<file path="src/rtl/cdcsync_pkg.sv">
// Shared types and defaults for the toggle-based req/ack CDC handshake blocks.
package cdcsync_pkg;

  typedef enum logic {IDLE, WAIT_ACK} cdcsync_hs_st_e;

  localparam int CDCSYNC_FLOP_N_DEF = 2;

endpackage

</file>
<file path="src/rtl/cdcsync_l2l.sv">
// Level-to-level synchronizer: FLOP_N-deep flop chain moving a slow level into des_clk.
module cdcsync_l2l
  import cdcsync_pkg::*;
#(
  parameter int FLOP_N = CDCSYNC_FLOP_N_DEF
) (
  input  logic des_clk,
  input  logic des_rstn,
  input  logic src_lvl,
  output logic des_lvl
);

  logic [FLOP_N-1:0] r_sync;

  always_ff @(posedge des_clk or negedge des_rstn) begin
    if (!des_rstn) begin
      r_sync <= '0;
    end else begin
      r_sync <= {r_sync[FLOP_N-2:0], src_lvl};
    end
  end

  assign des_lvl = r_sync[FLOP_N-1];

endmodule

</file>
<file path="src/rtl/cdcsync_hs_tx.sv">
// Source side of a toggle req/ack CDC handshake; holds tx_data and toggles tx_req_lvl per word.
// Optional one-entry pending buffer enabled by defining CDCSYNC_HS_TX_PEND_EN.
module cdcsync_hs_tx
  import cdcsync_pkg::*;
#(
  parameter int DATA_W = 8,
  parameter int FLOP_N = CDCSYNC_FLOP_N_DEF
) (
  input  logic              src_clk,
  input  logic              src_rstn,
  input  logic              src_valid,
  input  logic [DATA_W-1:0] src_data,
  output logic              src_ready,
  output logic              tx_req_lvl,
  output logic [DATA_W-1:0] tx_data,
  input  logic              rx_ack_lvl,
  output logic              busy
);

  cdcsync_hs_st_e    r_state, w_state_next;
  logic              r_req, w_req_next;
  logic [DATA_W-1:0] r_data, w_data_next;
  logic              r_ready, w_ready_next;
  logic              w_ack_s;
  logic              w_accept;
  logic              w_done;

  cdcsync_l2l #(
    .FLOP_N (FLOP_N)
  ) u_ack_sync (
    .des_clk  (src_clk),
    .des_rstn (src_rstn),
    .src_lvl  (rx_ack_lvl),
    .des_lvl  (w_ack_s)
  );

  assign w_accept = src_valid & r_ready;
  assign w_done   = (r_state == WAIT_ACK) && (w_ack_s == r_req);

`ifdef CDCSYNC_HS_TX_PEND_EN
  logic              r_pend_vld, w_pend_vld_next;
  logic [DATA_W-1:0] r_pend_data, w_pend_data_next;

  // Pending word always leaves before any newer word, so ordering is preserved.
  always_comb begin
    w_state_next     = r_state;
    w_req_next       = r_req;
    w_data_next      = r_data;
    w_pend_vld_next  = r_pend_vld;
    w_pend_data_next = r_pend_data;
    if (w_done) begin
      if (r_pend_vld) begin
        w_data_next     = r_pend_data;
        w_req_next      = ~r_req;
        w_pend_vld_next = 1'b0;
        if (w_accept) begin
          w_pend_data_next = src_data;
          w_pend_vld_next  = 1'b1;
        end
      end else if (w_accept) begin
        w_data_next = src_data;
        w_req_next  = ~r_req;
      end else begin
        w_state_next = IDLE;
      end
    end else if (w_accept) begin
      if (r_state == IDLE) begin
        w_data_next  = src_data;
        w_req_next   = ~r_req;
        w_state_next = WAIT_ACK;
      end else begin
        w_pend_data_next = src_data;
        w_pend_vld_next  = 1'b1;
      end
    end
    w_ready_next = ~w_pend_vld_next;
  end

  always_ff @(posedge src_clk or negedge src_rstn) begin
    if (!src_rstn) begin
      r_pend_vld  <= 1'b0;
      r_pend_data <= '0;
    end else begin
      r_pend_vld  <= w_pend_vld_next;
      r_pend_data <= w_pend_data_next;
    end
  end
`else
  always_comb begin
    w_state_next = r_state;
    w_req_next   = r_req;
    w_data_next  = r_data;
    if (w_done) begin
      w_state_next = IDLE;
    end else if (w_accept && (r_state == IDLE)) begin
      w_data_next  = src_data;
      w_req_next   = ~r_req;
      w_state_next = WAIT_ACK;
    end
    w_ready_next = (w_state_next == IDLE);
  end
`endif

  always_ff @(posedge src_clk or negedge src_rstn) begin
    if (!src_rstn) begin
      r_state <= IDLE;
      r_req   <= 1'b0;
      r_data  <= '0;
      r_ready <= 1'b0;
    end else begin
      r_state <= w_state_next;
      r_req   <= w_req_next;
      r_data  <= w_data_next;
      r_ready <= w_ready_next;
    end
  end

  // busy drops as soon as the synced ack matches, one edge before the retire edge.
  assign busy       = (r_state == WAIT_ACK) && (w_ack_s != r_req);
  assign src_ready  = r_ready;
  assign tx_req_lvl = r_req;
  assign tx_data    = r_data;

endmodule
</file>
<file path="config.mk">
export PLATFORM = sky130hd
export DESIGN_NAME = cdcsync_hs_tx
export DESIGN_NICKNAME = d
export VERILOG_FILES = /design/src/rtl/cdcsync_pkg.sv /design/src/rtl/cdcsync_l2l.sv /design/src/rtl/cdcsync_hs_tx.sv
export SDC_FILE = /design/constraint.sdc
export NUM_CORES = 1
export LEC_CHECK = 0
export BUFFER_PORTS_ARGS = -buffer_cell sky130_fd_sc_hd__buf_2
export CAP_MARGIN = 0
export CORE_AREA = 8 8 45 47
export DETAILED_ROUTE_END_ITERATION = 10
export DIE_AREA = 0 0 53 55
export PLACE_DENSITY = 0.68
export SKIP_CTS_REPAIR_TIMING = 1
export SLEW_MARGIN = 10
export SYNTH_ARGS = -nofsm -noshare
export SYNTH_HDL_FRONTEND = slang
export SYNTH_SLANG_ARGS = --single-unit
</file>
<file path="constraint.sdc">
create_clock -name src_clk -period 1.5 [get_ports src_clk]
set_input_delay 0.3 -clock src_clk [delete_from_list [all_inputs] [get_ports src_clk]]
set_output_delay 0.3 -clock src_clk [all_outputs]
set_load 0.01 [all_outputs]
</file>
Word level (Yosys, flattened, before mapping)

Cells that the tools add are included.

Register bits: 13
Input port bits: 12
Word-level logic and storage cells: 18

Eq/ne operators: 2
Muxes and demuxes: 2
Bitwise operators: 5
Reductions and logical operators: 4

Operators by type and width:

| operator            | count |
|---|---|
| $not A1 Y1          | 4 |
| $logic_and A1 B1 Y1 | 3 |
| $mux W1             | 2 |
| $reduce_and A2 Y1   | 1 |
| $and A1 B1 Y1       | 1 |
| $eq A1 B1 Y1        | 1 |
| $ne A1 B1 Y1        | 1 |

Longest topological paths before layout

Word-level depth: 5
Gate-level depth with buffers: 3
Depth with buffers taken out: 2

By module

From an unflattened synthesis, not the netlist that was laid out.

Cell total of the unflattened synthesis: 28
Area, all modules: 514.2 sq um

By module, submodules not included:

| module        | times used | cells each | area an instance (sq um) | seq. area each (sq um) |
|---|---|---|---|---|
| cdcsync_hs_tx | 1          | 26         | 464.2                    | 275.3 |
| cdcsync_l2l   | 1          | 2          | 50.0                     | 50.0 |

Worst setup path after synthesis

OpenSTA, ideal clock, no wires.

Kind: register -> output
Start: reg r_req (netlist: tx_req_lvl)
End: out busy
Arrival: 0.816 ns
Slack: 0.384 ns
Stages on the path, launching flop included: 3
Buffers on the path: 0
Cells stage by stage: dfrtp_1 -> xor2_1 -> and2_1

Longest elaborated chain between the ends: 2

Ends and longest elaborated chain:

| item                   | line                 | RTL |
|---|---|---|
| from (decl)            | cdcsync_hs_tx.sv:21  | `logic r_req, w_req_next;` |
| from (signal assigned) | cdcsync_hs_tx.sv:112 | `r_req <= w_req_next;` |
| $ne A1 B1 Y1           | cdcsync_hs_tx.sv:119 | `assign busy = (r_state == WAIT_ACK) && (w_ack_s != r_req);` |
| $logic_and A1 B1 Y1    | cdcsync_hs_tx.sv:119 |  |
| to (decl)              | cdcsync_hs_tx.sv:17  | `output logic busy` |

Every way passes these cells.

Final worst setup path

Start: reg u_ack_sync.r_sync[1]
End: out busy

Longest elaborated chain between the ends: 2

Ends and longest elaborated chain:

| item                   | line                 | RTL |
|---|---|---|
| from (decl)            | cdcsync_l2l.sv:13    | `logic [FLOP_N-1:0] r_sync;` |
| from (signal assigned) | cdcsync_l2l.sv:19    | `r_sync <= {r_sync[FLOP_N-2:0], src_lvl};` |
| $ne A1 B1 Y1           | cdcsync_hs_tx.sv:119 |  |
| $logic_and A1 B1 Y1    | cdcsync_hs_tx.sv:119 |  |

Every way passes these cells.

==> results by group <==
Outcome
  • Run status: finished clean

Min path
  • HP Class: in -> reg
  • Hold wc startpoint: rx_ack_lvl
  • Hold EP: u_ack_sync.r_sync[0]
  • Hold path cells: 1

Clock network
  • Clock sink count: 13
  • CTS HTree Levels: 1
  • Total CTS buffers: 3
  • Root Driver: clkbuf_4
  • CTS tree: built
  • Clk_lat worst skew: 0.27 ns
  • Clock buffer depth: 2
  • Clock-pin slew on the worst setup and hold paths: 0.08 ns

Drt
  • # DRC: 0
  • TritonRoute pass-1 iters: 2
  • WL final: 946 um
  • Mean number of vias per cell: 4.338
  • Routed Antenna Nets: 0
  • DRT iter0 DRCs: 2
  • DR WL/cell: 13.32 um
  • Via count: 308

Cells and area
  • Layout cells sized above 1: 67.27%
  • Non-Filler Instances: 71
  • Final net count: 68
  • Area growth, synth to finish: 33.09%
  • Core Util, Final: 49.46%
  • Antenna diodes: 0

Global routing
  • Tot GR Track Use: 6.965%
  • Initial antenna violation count: 0
  • First-pass GRT wire length: 1455 um
  • Vias in the first global route: 342
  • Gr ovfl total: 0
  • Pin count of the biggest net entering global routing: 14

Setup path
  • WP data required: 1.20 ns
  • Startpoint types: flop
  • CP max stage cell: dfrtp_1
  • Crit end category: output pin
  • CP peak stage delay: 0.40 ns
  • Critical path class: reg -> out
  • Worst-path maximum fanout: 3
  • RR Startpoint: r_state
  • Crit path buf inv count: 1
  • Crit path arrival time: 1.15 ns
  • Worst R2R End: tx_data[0]
  • Register-to-Register Path Depth: 2
  • Reg2Reg Setup Slack: 0.34 ns
  • CP top delay family: flip-flops
  • CP Cell Sequence: xor2_2 > and2_1 > buf_2

Floorplan
  • Core area: 1384 sq um
  • Die footprint: 2915 sq um
  • FP Rows: 14
  • IO Count: 23
  • Height of the die: 55 um
  • Die Width: 53 um
  • Initial Utilization: 37.16%

Synthesis
  • Syn avg cell area: 18.37 sq um
  • Top-count cell post-synth: dfrtp_1
  • Syn nets: 40
  • List of most frequent post-synthesis cells: dfrtp_1, mux2_4
  • Post-synth cell types: 10
  • Most used DFF post-synth: dfrtp_1
  • Netlist Area Pre-Place: 514.2 sq um
  • Post-synth ARST share: 100.0%
  • Mapped Cells: 28
  • Sequential fraction of the synthesis area: 63.26%
  • Largest cells by area after synthesis: dfrtp_1, mux2_4, nand3b_4, buf_6, mux2_2
  • #FFs+latches synth: 13
  • EDFF count, synth: 0
  • Yosys top cell area share: 63.26%
  • Cell taking the most area after synthesis: dfrtp_1
  • Yosys warns: 0

Timing
  • RSZ-0062 raised after global routing: false
  • Slew headroom: 80.56%
  • Sum of negative setup slack: 0 ns
  • Hold_ws: 0.1323 ns
  • Final Slew Violations: 0
  • Minimum clock period: 1.450 ns
  • # setup viols final: 0
  • Slew @ Worst Pin: 0.2915 ns
  • Final hold violation count: 0
  • Highest clock rate: 689.7 MHz
  • Fin Clk Skew: 0.002925 ns
  • Period utilisation layout: 96.66%

Power
  • Max VDD drop: 1.018 mV
  • Leakage: 0.3643 nW
  • Power Density: 2075 nW/um^2
  • Tot Pwr: 1.420 mW

Placed design
  • RD Place Congestion: 0.6143
  • IO buf count: 22
  • Dpl cells: 65

Flow run
  • Maxcap violations: 0
## sequential cells by signal (all words and copies together) (netlist names)
register / cells
u_ack_sync.r_sync: 2
src_ready: 1
tx_req_lvl: 1
r_state: 1
tx_data: 8
## worst reg2reg max path, stage by stage (launching register included)
cell and delay [ns]:
dfrtp_1 0.41, nand3b_4 0.29, mux2_4 0.35
## worst max path at each step
stage                               from    to  slack [ns]  cells after the start
floorplan                     tx_req_lvl  busy        0.38                      2
global placement              tx_req_lvl  busy        0.34                      3
detailed placement            tx_req_lvl  busy        0.32                      3
CTS                           tx_req_lvl  busy        0.01                      3
global route        u_ack_sync.r_sync[1]  busy       0.007                      3
finish              u_ack_sync.r_sync[1]  busy        0.05                      3
## final cells by class
class	instances	area, sq um
tap	16	20.02
timing repair buffer	24	127.6
sequential	13	325.3
clock buffer	4	26.28
multi-input combinational	14	185.2
fill	121	699.4
## routing by layer
metal,wire (um),global-route usage [%],vias up,part of all wire (%)
met5,0,0,-,0
met4,5,5.172,0,0.53
met3,99,3.743,2,10
met2,427,9.375,14,45
met1,413,8.163,146,44
li1,-,-,146,-
## placed cells by master (no fill, tap or decap), drive strengths merged
cell type	n
and2	1
dfrtp	13
xor2	1
xnor2	1
buf	23
clkbuf	4
a21boi	1
dlygate4sd3	1
nand3b	1
a21bo	1
mux2	8
## per-stage QoR
stage                     area [sq um]  setup slack (ns)
after CTS                        659.4           0.01165
after detailed placement         633.1            0.3176
final                            684.4           0.05012
after floorplan                  514.2            0.3844
after global placement           633.1            0.3405
after global routing             684.4          0.007344
## cell families (layout without fill, tap and decap cells)
group                     after synthesis  in the layout  synth area share (%)
DFF                                    13             13                 63.26
xor gates and xnor gates                2              2                 3.407
muxes                                   8              8                 22.63
AOI/OAI and AO/OA                       2              2                 3.407
buffers and inverters                   1             28                 2.190
and+or+nand+nor                         2              2                 5.110
## report_power, final
group | internal [mW] | switching [mW]
clock network | 0.103 | 0.106
logic | 0.366 | 0.245
registers | 0.505 | 0.0947
total | 0.974 | 0.446
Note: power is estimated with default switching activity, not from simulation.
